### src/rtl/dac_wave_sequencer.sv
`default_nettype none
// ============================================================================
// dac_wave_sequencer
//   Picks a waveform from the panel switches, emits one 8-bit sample per
//   sample tick and hands each {CTRL_BYTE, sample} frame to the SPI shifter.
// Revision: 1.0
// ============================================================================
module dac_wave_sequencer #(
  parameter int         SAMPLE_DIV  = 100,
  parameter logic [7:0] CONST_LEVEL = 8'd128,
  parameter logic [7:0] CTRL_BYTE   = 8'h00
) (
  input  logic        clk_10MHz,
  input  logic        reset,
  input  logic        sw_voltage,
  input  logic        sw_sawtooth,
  input  logic        sw_triangle,
  input  logic        tx_ready,
  output logic        tx_start,
  output logic [15:0] tx_frame,
  output logic [7:0]  sample,
  output logic [1:0]  mode,
  output logic        overrun
);

  localparam int         c_CNT_W     = $clog2(SAMPLE_DIV);
  localparam logic [1:0] c_MODE_ZERO = 2'd0;
  localparam logic [1:0] c_MODE_CONST = 2'd1;
  localparam logic [1:0] c_MODE_SAW  = 2'd2;
  localparam logic [1:0] c_MODE_TRI  = 2'd3;

  typedef enum logic [1:0] {
    ST_IDLE = 2'd0,
    ST_LOAD = 2'd1,
    ST_REQ  = 2'd2,
    ST_WAIT = 2'd3
  } state_t;

  // Switch synchronizers: {voltage, sawtooth, triangle}
  logic [2:0] r_sw_meta;
  logic [2:0] r_sw_sync;

  always_ff @(posedge clk_10MHz or posedge reset) begin
    if (reset) begin
      r_sw_meta <= 3'b000;
      r_sw_sync <= 3'b000;
    end else begin
      r_sw_meta <= {sw_voltage, sw_sawtooth, sw_triangle};
      r_sw_sync <= r_sw_meta;
    end
  end

  logic [1:0] w_mode;

  always_comb begin
    w_mode = c_MODE_ZERO;
    if (r_sw_sync[2])      w_mode = c_MODE_CONST;
    else if (r_sw_sync[1]) w_mode = c_MODE_SAW;
    else if (r_sw_sync[0]) w_mode = c_MODE_TRI;
  end

  // Free-running sample-rate divider
  logic [c_CNT_W-1:0] r_tick_cnt;
  logic               w_tick;

  assign w_tick = (r_tick_cnt == c_CNT_W'(SAMPLE_DIV - 1));

  always_ff @(posedge clk_10MHz or posedge reset) begin
    if (reset) begin
      r_tick_cnt <= '0;
    end else if (w_tick) begin
      r_tick_cnt <= '0;
    end else begin
      r_tick_cnt <= r_tick_cnt + 1'b1;
    end
  end

  // Frame scheduling FSM
  state_t r_state;
  state_t w_state_nxt;
  logic   r_seen_low;
  logic   w_seen_low_nxt;
  logic   w_tx_start;

  always_comb begin
    w_state_nxt    = r_state;
    w_seen_low_nxt = r_seen_low;
    w_tx_start     = 1'b0;
    case (r_state)
      ST_IDLE: begin
        if (w_tick) w_state_nxt = ST_LOAD;
      end
      ST_LOAD: begin
        w_state_nxt = ST_REQ;
      end
      ST_REQ: begin
        if (tx_ready) begin
          w_tx_start     = 1'b1;
          w_seen_low_nxt = 1'b0;
          w_state_nxt    = ST_WAIT;
        end
      end
      ST_WAIT: begin
        // Ready must drop before its return counts as frame completion
        if (!r_seen_low) begin
          if (!tx_ready) w_seen_low_nxt = 1'b1;
        end else if (tx_ready) begin
          w_state_nxt = ST_IDLE;
        end
      end
      default: begin
        w_state_nxt = ST_IDLE;
      end
    endcase
  end

  always_ff @(posedge clk_10MHz or posedge reset) begin
    if (reset) begin
      r_state    <= ST_IDLE;
      r_seen_low <= 1'b0;
    end else begin
      r_state    <= w_state_nxt;
      r_seen_low <= w_seen_low_nxt;
    end
  end

  // Waveform generators; a mode change restarts them from zero
  logic [1:0] r_prev_mode;
  logic [7:0] r_saw;
  logic [7:0] r_tri;
  logic       r_tri_up;
  logic       w_mode_chg;
  logic [7:0] w_saw_cur;
  logic [7:0] w_tri_cur;
  logic       w_tri_up_cur;
  logic [7:0] w_saw_nxt;
  logic [7:0] w_tri_nxt;
  logic       w_tri_up_nxt;
  logic [7:0] w_sample_nxt;

  always_comb begin
    w_mode_chg   = (w_mode != r_prev_mode);
    w_saw_cur    = w_mode_chg ? 8'd0 : r_saw;
    w_tri_cur    = w_mode_chg ? 8'd0 : r_tri;
    w_tri_up_cur = w_mode_chg ? 1'b1 : r_tri_up;
    w_saw_nxt    = w_saw_cur;
    w_tri_nxt    = w_tri_cur;
    w_tri_up_nxt = w_tri_up_cur;
    w_sample_nxt = 8'd0;
    case (w_mode)
      c_MODE_CONST: begin
        w_sample_nxt = CONST_LEVEL;
      end
      c_MODE_SAW: begin
        w_sample_nxt = w_saw_cur;
        w_saw_nxt    = w_saw_cur + 8'd1;
      end
      c_MODE_TRI: begin
        w_sample_nxt = w_tri_cur;
        // Direction flips as a peak is reached so each peak is emitted once
        if (w_tri_up_cur) begin
          w_tri_nxt    = w_tri_cur + 8'd1;
          w_tri_up_nxt = (w_tri_cur != 8'd254);
        end else begin
          w_tri_nxt    = w_tri_cur - 8'd1;
          w_tri_up_nxt = (w_tri_cur == 8'd1);
        end
      end
      default: begin
        w_sample_nxt = 8'd0;
      end
    endcase
  end

  logic [7:0]  r_sample;
  logic [15:0] r_tx_frame;

  always_ff @(posedge clk_10MHz or posedge reset) begin
    if (reset) begin
      r_prev_mode <= c_MODE_ZERO;
      r_saw       <= 8'd0;
      r_tri       <= 8'd0;
      r_tri_up    <= 1'b1;
      r_sample    <= 8'd0;
      r_tx_frame  <= 16'h0000;
    end else if (r_state == ST_LOAD) begin
      r_prev_mode <= w_mode;
      r_saw       <= w_saw_nxt;
      r_tri       <= w_tri_nxt;
      r_tri_up    <= w_tri_up_nxt;
      r_sample    <= w_sample_nxt;
      r_tx_frame  <= {CTRL_BYTE, w_sample_nxt};
    end
  end

  // A tick that finds the FSM busy is dropped and flagged until reset
  logic r_overrun;

  always_ff @(posedge clk_10MHz or posedge reset) begin
    if (reset) begin
      r_overrun <= 1'b0;
    end else if (w_tick && (r_state != ST_IDLE)) begin
      r_overrun <= 1'b1;
    end
  end

  assign tx_start = w_tx_start;
  assign tx_frame = r_tx_frame;
  assign sample   = r_sample;
  assign mode     = w_mode;
  assign overrun  = r_overrun;

endmodule
`default_nettype wire

### config.mk
export PLATFORM = sky130hd
export DESIGN_NAME = dac_wave_sequencer
export DESIGN_NICKNAME = d
export VERILOG_FILES = /design/src/rtl/dac_wave_sequencer.sv
export SDC_FILE = /design/constraint.sdc
export NUM_CORES = 1
export LEC_CHECK = 0
export ABC_CLOCK_PERIOD_IN_PS = 7500
export CAP_MARGIN = 10
export CORE_AREA = 4 4 71 73
export DETAILED_ROUTE_END_ITERATION = 10
export DIE_AREA = 0 0 75 77
export PLACE_DENSITY = 0.92
export REMOVE_ABC_BUFFERS = 1
export SLEW_MARGIN = 30
export SYNTH_ARGS = -nofsm -noshare
export SYNTH_HDL_FRONTEND = slang
export SYNTH_SLANG_ARGS = --single-unit
### constraint.sdc
create_clock -name clk_10MHz -period 7.5 [get_ports clk_10MHz]
set_input_delay 2.25 -clock clk_10MHz [delete_from_list [all_inputs] [get_ports clk_10MHz]]
set_output_delay 2.25 -clock clk_10MHz [all_outputs]
set_load 0.01 [all_outputs]
==> out/results.txt, run 1 <==
Status - completed
Chip height - 77 um
Worst-path clk slew - 0.08 ns
Most common cell on crit path - clkdlybuf4s50_1
Reg2reg setup slack - 4.60 ns
Skew-Pair Late Insertion Delay - 0.30 ns
Max Fclk - 175.7 MHz
# rows - 24
Clock Power Share - 0.200
Routed WL - 5.101 mm
Nets@finish - 297
Critical path depth - 3
Count leader, synth - dfrtp_1
Ratio of cells with drive above 1 in the final layout - 0.07885
Crit path time final - 5.691 ns
CTS tree - yes
Top cells by area, synth - dfrtp_1 (42%), ha_1 (5.9%), buf_4 (4.7%)
Main combinational cell family by area after synthesis - simple AND/OR/NAND/NOR gates
Dominant synthesized flop cell - dfrtp_1
Drt wl/cell - 15.41 um
Antenna violations before repair - 0
Max-cap viol count - 0
Startpoint Class - input port
Final ANT Viol Nets - 0
Total GRT Usage - 0.1960
Crit path cell chain - clkdlybuf4s50_1 > and2_1 > clkdlybuf4s50_1
Core Region - 4354 um^2
Diode count - 0
Crit Path Category - input port to output port
Fin crit share - 0.7587
Final Hold Viols - 0
Actual slew at the worst max-slew pin - 0.8816 ns
Synthesis Warnings - 0
Critical path required time - 5.25 ns
PostCTS Resize Cnt - 0
CTS Buf Count - 5
Hold-critical path depth - 0
Delay-heaviest family, CP - buffers and inverters
Setup crit end kind - output port
Slowest CP cell - clkdlybuf4s50_1
Simple-gate area share of the yosys netlist - 0.1965
IO Port Bufs - 25
H-tree depth - 2
Power per Cell Area - 258.1 nW/um^2
Mux cell area share after synthesis - 0.03397
Clk buf depth - 2
Power share of the combinational group - 0.363
Sw power - 273.4 uW
Root Buffer - clkbuf_8
Placed Cells - 324
Largest net degree at the start of global routing - 45
Worst-path maximum fanout - 3
Post-CTS Setup Inserts - 0
Leakage Power - 0.001200 uW
Post-DP HPWL - 3.596 mm
Net Sw Frac - 0.3795
Seq/Total Area, Yosys - 0.4338
Share of power burned in registers - 0.437
Top post-synthesis cells by count - dfrtp_1 (43), nand2_1 (26), nor2_1 (19)
Hold Crit Class - flop to flop
Syn Area/Cell - 9.518 um^2
Post-synth top area share - 0.4234
Int Pwr - 447.1 uW
DRC violation count after routing - 0
Post-synthesis register bit count - 44
Layout Cells excl Fill - 331
Die area - 5775 um^2
Detailed Route Iter0 Violations - 228
Slew margin rel. - 0.4123
Post-Synth Adder-Cell Area - 0.05908
Total gr overflow - 0
Cell variety after synth - 50
Final TNS setup - 0 ns
Max-slew violations - 0
Post-synthesis compound-gate area fraction - 0.1324
Skew final - 0.005408 ns
Post-synth EDFFs - 0
Async SR Flop Fraction - 1.000
Peak VDD IR - 0.1928 mV
Gpl congestion - 0.8856
Top Ports - 34
Endpoints failing setup - 0
Clk sinks - 44
Cells after synthesis - 267
Crit path arrival time - 3.44 ns
Iteration count of the initial detailed-routing pass - 5
Cts hold-fix bufs - 0
Routed via count - 1,915
Synth area leader - dfrtp_1
Vias per inst - 5.785
Die width - 75 um
Critical path buffers and inverters - 2
Initial Util - 0.5836
Global-route wire length before repair - 8.845 mm
Cells on worst reg2reg path - 11
Synth Area in XOR/XNOR - 0.04825
Vias in the first global route - 1,991
Post-Syn Area - 2541 um^2
Area grow syn2layout - 9.847%
Unrepaired setup endpoints after global routing - false
Crit path largest cell delay - 0.53 ns
per-layer routing:
layer  vias to the layer above  track usage  share of wire
li1                        922            -              -
met5                         -            0              0
met1                       929       0.2648           0.43
met3                         7      0.04444          0.058
met4                         0      0.07295          0.011
met2                        57       0.3031           0.50
metrics by stage:
stage               setup slack [ns]  hold slack (ns)  total power (uW)  cell area, um^2  utilization
floorplan                      2.835           0.3312             482.1             2387            -
global placement               1.858           0.3326             563.2             2710       0.6224
detailed placement             1.809           0.3373             577.2             2710       0.6224
CTS                            1.797           0.3554             724.2             2791       0.6411
global route                   1.771           0.3645             770.9             2791       0.6411
finish                         1.809           0.3529             720.5             2791       0.6411
final cells by class:
type	count	area, um^2
clock buffer	5	68.82
clock inverter	2	12.51
fill	361	1563
inverter	16	60.06
multi-input combinational	186	1225
sequential	44	1102
tap	52	65.06
timing repair buffer	26	257.7
logic make-up (layout without fill, tap and decap cells):
kind of cell	Yosys count	after routing
xor gates and xnor gates	14	14
DFF	44	44
buffers and inverters	44	49
adders and majority gates	12	12
other	1	8
and+or+nand+nor	95	95
muxes	8	8
AOI/OAI and AO/OA	49	49
worst reg2reg max path, cell delays in order (launching register included):
cell and delay, ns:
dfrtp_1 0.54, or4_4 0.60, o211ai_4 0.16, and2_1 0.40, nand2_1 0.18, inv_1 0.16
ha_1 0.20, inv_1 0.10, nor3_1 0.18, a41o_1 0.12, nand2_1 0.06, o211ai_1 0.10
worst paths after layout:
check,start,to
min in group asynchronous,reset,r_tick_cnt[0]
min reg2reg,r_sw_meta[0],r_sw_sync[0]
max reg2reg,r_sw_sync[2],r_tri[2]
max,tx_ready,tx_start
min,r_sw_meta[0],r_sw_sync[0]
max in group asynchronous,reset,r_tri_up
power by group through the flow:
| stage | Clock (uW) | Combinational, uW | Sequential (uW) |
|---|---|---|---|
| finish | 144 | 261 | 315 |
| detailed placement | 0 | 259 | 319 |
| CTS | 149 | 261 | 314 |
| floorplan | 0 | 168 | 314 |
| global route | 159 | 291 | 321 |
| global placement | 0 | 247 | 316 |
flip-flops by register name (all words and copies together) (netlist names):
name,flops
overrun,1
r_prev_mode,2
r_saw,8
r_seen_low,1
r_state,2
r_sw_meta,3
r_sw_sync,3
r_tick_cnt,7
r_tri,8
r_tri_up,1
sample,8
cell usage in the layout (no fill, tap or decap), drive strengths merged, types with 2 or more instances in the layout:
master         instances
ha                    12
clkdlybuf4s50         25
inv                   15
a31oi                  3
nor2                  19
nand2                 27
or4                    3
o211ai                 3
a32o                   2
nand3b                 2
a22oi                  2
conb                   8
clkbuf                 5
nand4                  4
mux2                   5
and2                   3
xnor2                  7
and3                   6
nand2b                 5
nand3                 13
clkinv                 2
nor2b                  2
mux2i                  3
a21oi                 11
xor2                   7
a22o                   2
dfrtp                 43
nor3                   3
o21ai                 17
nor3b                  3
Note: power is estimated with default switching activity, not from simulation.
==> run 2: changes to the inputs <==
ABC_CLOCK_PERIOD_IN_PS = 4650   (was 7500)
CORE_AREA = 4 4 77 79   (was 4 4 71 73)
DIE_AREA = 0 0 81 83   (was 0 0 75 77)
PLACE_DENSITY = 0.83   (was 0.92)
clock period = 4.65 ns   (was 7.5 ns; I/O delays follow)
==> run 2 against run 1 <==
Against the previous run: critical path depth unchanged; power increased by 72%; wire length decreased by 1.0%; die area increased by 16%; clock skew increased by 0.0040 ns; count of clock-buffer cells in the layout increased by 1; largest power group unchanged; sequential power increased by 62%; sequential cell count unchanged; non-clock buffer count increased by 1; first-iteration DRC count decreased by 32%; register-to-register slack got worse by 2.8 ns.
==> out/results.txt, run 2 (same netlist as run 1, synthesis figures left out) <==
Gpl congestion - 0.8611
CTS Buf Count - 5
Crit path arrival time - 2.57 ns
DRC violation count after routing - 0
Reg2reg setup slack - 1.82 ns
Max Fclk - 252.4 MHz
Worst-path clk slew - 0.08 ns
Worst Setup SP - tx_ready
Commonest non-fill, non-tap cell in the layout - dfrtp_1
Detailed Route Iter0 Violations - 156
Status - completed
Crit path time final - 3.961 ns
Ratio of cells with drive above 1 in the final layout - 0.08541
Actual slew at the worst max-slew pin - 0.8085 ns
Worst-path maximum fanout - 3
Total Power - 1239 uW
Final Util - 0.5366
Diode count - 0
Core Region - 5338 um^2
Hold Crit Class - flop to flop
Max-slew violations - 0
Leakage Power - 0.001226 uW
Filler cell count - 495
Final TNS setup - 0 ns
Total gr overflow - 0
Setup crit end kind - output port
Hold-critical path depth - 0
Area grow syn2layout - 12.70%
# rows - 27
Cells on worst reg2reg path - 9
Die area - 6723 um^2
Skew final - 0.009455 ns
Routed WL - 5.049 mm
Worst reg2reg path startpoint - r_sw_sync[2]
Nets@finish - 298
Drt wl/cell - 14.30 um
Post-DP HPWL - 3.620 mm
Total GRT Usage - 0.1630
Most frequent cells in the layout - dfrtp_1 (43), nand2_1 (26), clkdlybuf4s50_1 (25)
Fin crit share - 0.8519
Clk buf depth - 2
Initial Util - 0.4761
Antenna violations before repair - 0
Die width - 81 um
Peak VDD IR - 0.3292 mV
Reg-to-reg endpoint - r_tri[4]
Unrepaired setup endpoints after global routing - false
Largest net degree at the start of global routing - 45
Root Buffer - clkbuf_8
Critical path required time - 3.25 ns
Power per Cell Area - 432.6 nW/um^2
Chip height - 83 um
Post-CTS Setup Inserts - 0
Clk sinks - 44
Vias per inst - 5.419
Iteration count of the initial detailed-routing pass - 4
Global-route wire length before repair - 8.756 mm
IO Port Bufs - 25
Max-cap viol count - 0
CTS tree - yes
Final Hold Viols - 0
Final ANT Viol Nets - 0
Routed via count - 1,913
Slew margin rel. - 0.4586
Startpoint Class - input port
H-tree depth - 2
PostCTS Resize Cnt - 0
Cts hold-fix bufs - 0
Top Ports - 34
Endpoints failing setup - 0
Crit Path Category - input port to output port
Hold_sp - r_sw_meta[0]
Vias in the first global route - 1,943
Skew-Pair Late Insertion Delay - 0.30 ns
WHS Endpoint - r_sw_sync[0]
-- run 2: cell count changes in the layout (fill, tap and decap cells not counted), sizes merged --
cell	before	now
clkinvlp	1	0
clkbuf	5	6
buf	1	2
bufinv	0	1
-- run 2: final cells by class --
class	instances	area, um^2	area share
Timing Repair Buffer	27	265.3	0.09262
Clock inverter	2	38.79	0.01354
Inverter	16	60.06	0.02097
Tap cell	72	90.09	0.03145
Sequential cell	44	1102	0.3849
Clock buffer	6	82.58	0.02883
Multi-Input combinational cell	186	1225	0.4277
-- run 2: per-layer routing --
layer	vias up	part of all wire	GRT usage
met2	52	0.52	0.2756
met5	-	0	0
met1	925	0.42	0.1940
met3	14	0.040	0.03362
met4	0	0.024	0.07680
li1	922	-	-
-- run 2: critical path, cell delays in order --
cell and delay [ns]:
clkdlybuf4s50_1 0.50, and2_1 0.14, clkdlybuf4s50_1 0.53
-- run 2: power by group --
| part | leakage, uW | internal [uW] | switching [uW] |
|---|---|---|---|
| registers | 0.000559 | 436 | 72.5 |
| clock network | 0.0000614 | 176 | 136 |
| logic | 0.000606 | 186 | 233 |
-- run 2: per-stage QoR --
stage               setup WS, ns  hold slack [ns]  std cells  cell area [um^2]
floorplan                  1.695           0.3312        246              2387
global placement          0.7180           0.3332        345              2743
detailed placement        0.6754           0.3355        345              2743
CTS                       0.6712           0.3534        353              2864
global route              0.6267           0.3567        353              2864
finish                    0.6886           0.3523        353              2864
-- run 2: worst max path at each step --
stage	to	slack, ns
after floorplan	tx_start	1.70
after global placement	tx_start	0.72
after detailed placement	tx_start	0.68
after CTS	tx_start	0.67
after global routing	tx_start	0.63
final	tx_start	0.69
